File: src/rtl/uart_pkg.sv
// Shared UART constants used by the receiver, its FIFO and the benches.
`timescale 1ns/1ps
package uart_pkg;
    localparam int UART_DATA_W       = 8;
    localparam int UART_CLKS_PER_BIT = 1085;
endpackage

File: src/rtl/uart_rx_fifo_mem.sv
// DEPTH x DATA_W register array: one synchronous write port, one asynchronous read port.
`timescale 1ns/1ps
module uart_rx_fifo_mem
    import uart_pkg::*;
#(
    parameter int DATA_W = UART_DATA_W,
    parameter int DEPTH  = 16,
    localparam int AW    = $clog2(DEPTH)
) (
    input  logic              i_clk,
    input  logic              i_we,
    input  logic [AW-1:0]     i_waddr,
    input  logic [DATA_W-1:0] i_wdata,
    input  logic [AW-1:0]     i_raddr,
    output logic [DATA_W-1:0] o_rdata
);

    logic [DATA_W-1:0] r_mem [DEPTH];

    // Contents are intentionally not reset; the head is only meaningful when not empty.
    always_ff @(posedge i_clk) begin
        if (i_we) begin
            r_mem[i_waddr] <= i_wdata;
        end
    end

    assign o_rdata = r_mem[i_raddr];

endmodule

File: src/rtl/uart_rx_fifo.sv
// Show-ahead receive FIFO behind uart_rx with sticky overflow.
// Optional almost_full output is enabled by defining UART_RX_FIFO_AF_EN.
`timescale 1ns/1ps
module uart_rx_fifo
    import uart_pkg::*;
#(
    parameter int DATA_W   = UART_DATA_W,
    parameter int DEPTH    = 16,
    parameter int AF_LEVEL = 12,
    localparam int AW      = $clog2(DEPTH),
    localparam int CW      = AW + 1
) (
    input  logic              i_clk,
    input  logic              i_rst_n,
    input  logic [DATA_W-1:0] i_wr_data,
    input  logic              i_wr_stb,
    input  logic              i_rd_en,
    input  logic              i_ovf_clr,
    output logic [DATA_W-1:0] o_rd_data,
    output logic              o_empty,
    output logic              o_full,
    output logic [CW-1:0]     o_count,
    output logic              o_overflow
`ifdef UART_RX_FIFO_AF_EN
    ,
    output logic              o_almost_full
`endif
);

    logic [AW-1:0] r_wr_ptr;
    logic [AW-1:0] r_rd_ptr;
    logic [CW-1:0] r_count;
    logic          r_stb_q;
    logic          r_overflow;

    logic          w_wr_evt;
    logic          w_pop;
    logic          w_push;
    logic          w_drop;
    logic [CW-1:0] w_count_nxt;

    assign o_empty = (r_count == '0);
    assign o_full  = (r_count == CW'(DEPTH));

    // A pop in the same cycle frees a slot, so a write to a full FIFO is still accepted.
    assign w_wr_evt    = i_wr_stb & ~r_stb_q;
    assign w_pop       = i_rd_en & ~o_empty;
    assign w_push      = w_wr_evt & (~o_full | w_pop);
    assign w_drop      = w_wr_evt & o_full & ~w_pop;
    assign w_count_nxt = r_count + CW'(w_push) - CW'(w_pop);

    // stb_q resets high so a strobe already high at release is not a write.
    always_ff @(posedge i_clk or negedge i_rst_n) begin
        if (!i_rst_n) begin
            r_wr_ptr   <= '0;
            r_rd_ptr   <= '0;
            r_count    <= '0;
            r_stb_q    <= 1'b1;
            r_overflow <= 1'b0;
        end else begin
            r_stb_q <= i_wr_stb;
            r_count <= w_count_nxt;
            if (w_push) begin
                r_wr_ptr <= r_wr_ptr + AW'(1);
            end
            if (w_pop) begin
                r_rd_ptr <= r_rd_ptr + AW'(1);
            end
            if (w_drop) begin
                r_overflow <= 1'b1;
            end else if (i_ovf_clr) begin
                r_overflow <= 1'b0;
            end
        end
    end

`ifdef UART_RX_FIFO_AF_EN
    logic r_almost_full;

    always_ff @(posedge i_clk or negedge i_rst_n) begin
        if (!i_rst_n) begin
            r_almost_full <= 1'b0;
        end else begin
            r_almost_full <= (int'(w_count_nxt) >= AF_LEVEL);
        end
    end

    assign o_almost_full = r_almost_full;
`endif

    assign o_count    = r_count;
    assign o_overflow = r_overflow;

    uart_rx_fifo_mem #(
        .DATA_W (DATA_W),
        .DEPTH  (DEPTH)
    ) u_mem (
        .i_clk   (i_clk),
        .i_we    (w_push),
        .i_waddr (r_wr_ptr),
        .i_wdata (i_wr_data),
        .i_raddr (r_rd_ptr),
        .o_rdata (o_rd_data)
    );

endmodule
File: config.mk
export PLATFORM = sky130hd
export DESIGN_NAME = uart_rx_fifo
export DESIGN_NICKNAME = d
export VERILOG_FILES = /design/src/rtl/uart_pkg.sv /design/src/rtl/uart_rx_fifo_mem.sv /design/src/rtl/uart_rx_fifo.sv
export SDC_FILE = /design/constraint.sdc
export NUM_CORES = 1
export LEC_CHECK = 0
export CELL_PAD_IN_SITES_DETAIL_PLACEMENT = 1
export CELL_PAD_IN_SITES_GLOBAL_PLACEMENT = 1
export CORE_MARGIN = 3
export CORE_UTILIZATION = 35
export DETAILED_ROUTE_END_ITERATION = 10
export GPL_ROUTABILITY_DRIVEN = 0
export GPL_TIMING_DRIVEN = 0
export HOLD_SLACK_MARGIN = 0.1
export PLACE_DENSITY = 0.59
export SLEW_MARGIN = 10
export SYNTH_ARGS = -nofsm -noshare
export SYNTH_HDL_FRONTEND = slang
export SYNTH_SLANG_ARGS = --single-unit
File: constraint.sdc
create_clock -name i_clk -period 2.2 [get_ports i_clk]
set_clock_uncertainty 0.1 [all_clocks]
set_input_delay 0.44 -clock i_clk [delete_from_list [all_inputs] [get_ports i_clk]]
set_output_delay 0.44 -clock i_clk [all_outputs]
set_load 0.05 [all_outputs]
* Word-level counts from Yosys, hierarchy flattened
Memories as Yosys holds them, arrays and structs flattened.
Index checks and enable logic that the tools add are counted.
** Operators by class
- Add/subtract/negate cells :: 4
- $mul :: 0
- Div/mod/pow operators :: 0
- $lt $le $gt $ge :: 0
- Equality and inequality tests :: 1
- Shift operators :: 0
- Muxes and demuxes :: 4
- Bitwise gates (word level) :: 10
- Reductions and logical operators :: 2
** Operator list (number)
- $add 4x1->4 const B :: 2
- $add 5x1->5 :: 1
- $and 1x1->1 :: 5
- $eq 5x5->1 const B :: 1
- $logic_not 5->1 :: 1
- $sub 5x1->5 :: 1
- $mux 1 :: 4
- $not 1->1 :: 4
- $reduce_bool 2->1 :: 1
- $or 1x1->1 :: 1
** Word-level totals
- Register bits :: 15
- Latch bits :: 0
- RAM bits :: 128
- Memory bits (read-only) :: 0
- Output and inout bits :: 16
- Memories kept :: 1
** Memories
- u_mem.r_mem :: words 16, bits a word 8, read ports 1, clocked after Yosys merged registers in 0, write ports 1, line uart_rx_fifo_mem.sv:18 : logic [DATA_W-1:0] r_mem [DEPTH];

* Logic depth before layout (Yosys ltp)
- Word-level depth :: 7
- Gate-level depth with buffers :: 12
- Gate-level depth less buffers :: 12

* Hierarchy
Synthesis repeated with hierarchy kept, for this count alone.
** Second synthesis, totals
- Cells, all modules :: 284
- Area, all modules :: 5761.8 um^2
** By module, submodules not included
- uart_rx_fifo_mem :: instances 1, cells each 221, area each 4987.3 um^2, sequential area each 3843.7 um^2
- uart_rx_fifo :: instances 1, cells each 63, area each 774.5 um^2, sequential area each 376.6 um^2

* Worst setup path before layout
OpenSTA, ideal clock, no wires.
- Path kind :: reg-to-reg
- From :: register r_count[3], in the netlist o_count[3]
- To :: register r_count[4], in the netlist o_count[4]
- Setup time :: 0.123 ns
- Arrival :: 4.186 ns
- Slack :: -2.210 ns
- Cell stages (with the launch flop) :: 13
- Buffers on the path :: 0
- Clock period less this slack :: 4.410 ns
- Path through :: dfrtp_1 > inv_1 > ha_1 > nor4b_1 > nor2_1 > nand2_1 > o21ai_0 > ha_1 > fa_1 > a21oi_1 > nor2_1 > nor2_1 > xnor2_1
** On the way
- Longest elaborated chain between the ends :: 7
- Elaborated cells on any way between the ends :: 9
- Classes of those cells :: add/sub: 2; eq/ne: 1; bitwise: 5; reduce/logical: 1
** RTL lines
- from (decl) :: line uart_rx_fifo.sv:32 : logic [CW-1:0] r_count;
- from (signal assigned) :: line uart_rx_fifo.sv:62 : r_count <= w_count_nxt;
- $logic_not 5->1 (*) :: line uart_rx_fifo.sv:42 : assign o_empty = (r_count == '0);
- via o_empty :: line uart_rx_fifo.sv:20 : output logic o_empty,
- $not 1->1 (*) :: line uart_rx_fifo.sv:47 : assign w_pop = i_rd_en & ~o_empty;
- $and 1x1->1 (*) :: line uart_rx_fifo.sv:47
- $or 1x1->1 :: line uart_rx_fifo.sv:48 : assign w_push = w_wr_evt & (~o_full | w_pop);
- $and 1x1->1 :: line uart_rx_fifo.sv:48
- $add 5x1->5 :: line uart_rx_fifo.sv:50 : assign w_count_nxt = r_count + CW'(w_push) - CW'(w_pop);
- $sub 5x1->5 (*) :: line uart_rx_fifo.sv:50
- via w_count_nxt[4] :: line uart_rx_fifo.sv:40 : logic [CW-1:0] w_count_nxt;
The timed path passes the listed nets; every way through them passes the cells marked *.
A chain may end at the register's enable or synchronous reset.

* Worst setup path in the final report
- From :: register r_rd_ptr[0]
- To :: output o_rd_data[6]
** On the way
- Longest elaborated chain between the ends :: 1
** RTL lines
- from (decl) :: line uart_rx_fifo.sv:31 : logic [AW-1:0] r_rd_ptr;
- from (signal assigned) :: line uart_rx_fifo.sv:67 : r_rd_ptr <= r_rd_ptr + AW'(1);
- $mem_v2 16x8
- to (decl) :: line uart_rx_fifo.sv:19 : output logic [DATA_W-1:0] o_rd_data,
No other way between the ends.

==> impl_metrics.ini <==
[yosys]
synth.mux.area_fraction = 0.119
synth.most_common_cell = edfxtp_1
synth.avg_cell_area_um2 = 18.1
synthAdderAreaFrac = 0.0249
yosysTopAreaCell = edfxtp_1
synth_top_family_by_area = multiplexers
synth_top_area_share = 0.659
syn-cell-area_um2 = 5840
synth_edf_count = 128
synth_xor_area_frac = 0.0150
synth-async-reset-ratio = 0.105
syn-num-nets = 347
synth-simple-area-share = 0.0384
synth_compound_area_frac = 0.0502
syn-instance-count = 323
synthTopCellsByCount = edfxtp_1 (128), mux2i_1 (32), mux4_2 (16)
yosysSeqAreaShare = 0.723
yosys_most_used_dff = edfxtp_1
yosysUniqueCellTypes = 35
ys_ff_latch = 143
ys_warn_count = 0
synth_area_leaders = edfxtp_1 (66%), mux4_2 (6.2%), dfrtp_1 (6.0%), mux2i_1 (5.5%), a221oi_1 (2.3%)

[floorplanning]
die-width_um = 135
rows = 46
die_area_um2 = 18300
initial_utilization = 0.362
coreArea_um2 = 16100
ioPinCount = 29
die_y_um = 135

[global_route]
antenna_found_initial = 0
grt_max_degree = 17
grt_pass1_vias = 3395
gr-total-overflow = 0
grt_pass1_wl_mm = 21.2
track_usage = 0.161

[clock_network]
numClockSinks = 143
h-tree-depth = 4
cts_made_buffers = 17
cts_hold_buf = 0
cts_tree = built
clock_latency_ps = 420
cts.clk_slew.worst_paths_ps = 60
root_buffer = clkbuf_16
clockBufferDepth = 2

[route]
drtAntennaViolNets = 0
route.vias.total = 3203
wire_per_inst_um = 22.4
wirelength_mm = 14.1
dr.pass1.iters = 4
post-route-drc-count = 0
dr.first_iter.drc_count = 188
viasPerCell = 5.09

[run]
drv_cap = 0

[timing]
finalCriticalPeriod_ps = 2700
layout_setup_ws_ps = -499
rsz0062_at_grt = yes
fmax_mhz = 371
maxSlewViolCount = 0
setup_viol = 9
fin_crit_sh = 1.23
max_slew_margin = 0.455
hold_viol = 0
worstMarginPinSlew_ps = 818

[run_status]
status = complete, but fails checks
violations = negative setup slack

[placement]
io_buffer_count = 28
dpl_cell_area_um2 = 6520
dp_hpwl_mm = 8.49

[setup_path]
critPathTopFamily = multiplexers
cp_max_fo = 8
cpMostUsedCell = buf_12
critical-path-slowest-cell = mux4_2
cp_data_arrival_time_ps = 2160
cp-end-kind = primary output
cp_num_buf_inv = 3
cpPeakStageDelay_ps = 540
critPathRequiredTime_ps = 1660
cp-start-kind = register
worstPathCellList = buf_12 -> buf_12 -> mux4_2 -> a22oi_2 -> nand2_1 -> buf_6
path_class = register to primary output

[cells_and_area]
post-route-util = 0.495
antenna_cells = 0
fin_area_um2 = 7980
syn_to_final_growth_pct = 36.7
finalNetCount = 424
drive_gt1_frac = 0.429

[pwr]
p_leak_nw = 2.73
ir_drop_mv = 0.591
power.density_nw_per_um2 = 1450

[worst_hold_path]
min_path_type = input pin to asynchronous set/reset pin
[registers in the layout, summed over array words and instances, names as in the netlist]
| name | count |
|---|---|
| r_rd_ptr | 4 |
| o_overflow | 1 |
| o_count | 5 |
| r_wr_ptr | 4 |
| u_mem.r_mem | 128 |
| r_stb_q | 1 |
[worst paths after layout]
path | startpoint | to | slack (ps) | depth (start not counted)
max | r_rd_ptr[0]$_DFFE_PN0N_ | o_rd_data[6] | -500 | 6
min | i_rst_n | o_count[1]$_DFF_PN0_ | 350 | 1
max reg2reg | o_count[3]$_DFF_PN0_ | o_count[4]$_DFF_PN0_ | -100 | 12
min reg2reg | o_overflow$_DFFE_PN0P_ | o_overflow$_DFFE_PN0P_ | 440 | 2
max in group asynchronous | i_rst_n | r_rd_ptr[3]$_DFFE_PN0N_ | 1130 | 1
min in group i_clk | i_wr_stb | r_stb_q$_DFF_PN1_ | 360 | 1
[power breakdown]
group	switching (mW)	total [mW]	internal [mW]
Clock	1.07	2.59	1.52
Sequential	0.207	3.44	3.23
Combinational	3.07	5.52	2.44
[what timing repair did]
item                       in CTS  in global routing
pin swaps                      27                 25
cloned                          3                  1
setup endpoints to repair     145                125
setup buffers                  19                 10
gates resized for setup       140                 37
[final cells by class]
class / instances / area [µm²]
fill: 1493 / 8140
sequential: 143 / 4230
multi-input combinational: 152 / 1980
timing repair buffer: 61 / 741
clock buffer: 18 / 429
tap: 216 / 270
buffer: 13 / 186
clock inverter: 14 / 101
inverter: 12 / 48.8
[cells by family after synthesis]
| family | count (synthesis) |
|---|---|
| muxes | 49 |
| buffers and inverters | 28 |
| adders and majority gates | 11 |
| DFF | 143 |
| and+or+nand+nor | 42 |
| AOI/OAI and AO/OA | 40 |
| xor gates and xnor gates | 10 |
[per-stage QoR]
stage               TNS (ps)  instances  worst slack [ps]  total power [mW]  hold slack, ps
floorplan             -24090        323              -651              6.20            44.4
global placement      -50650        567             -1090              7.35             417
detailed placement    -56370        567             -1090              7.41             440
CTS                    -4120        618              -489              11.1             343
global route           -4860        629              -592              12.1             360
finish                 -3720        629              -499              11.5             349
[cell usage in the layout, fill, tap and decap left out, types with 6 or more instances in the layout]
cell type / count
clkinv_2: 6
clkdlybuf4s50_1: 13
nand2_1: 8
a221oi_4: 12
buf_4: 19
mux2i_2: 9
clkbuf_16: 18
xnor2_1: 7
buf_12: 15
mux2i_1: 23
buf_6: 11
mux4_2: 16
and2_4: 9
inv_1: 9
edfxtp_1: 128
ha_1: 8
dfrtp_1: 10
a22oi_2: 7
[metal layers]
| metal | vias up | routed length (µm) | track usage |
|---|---|---|---|
| li1 | 1447 | - | - |
| met1 | 1689 | 6380 | 0.225 |
| met2 | 54 | 7100 | 0.249 |
| met3 | 13 | 443 | 0.0302 |
| met4 | 0 | 178 | 0.0655 |
| met5 | - | 0 | 0 |
(Power assumes the default switching activity.)
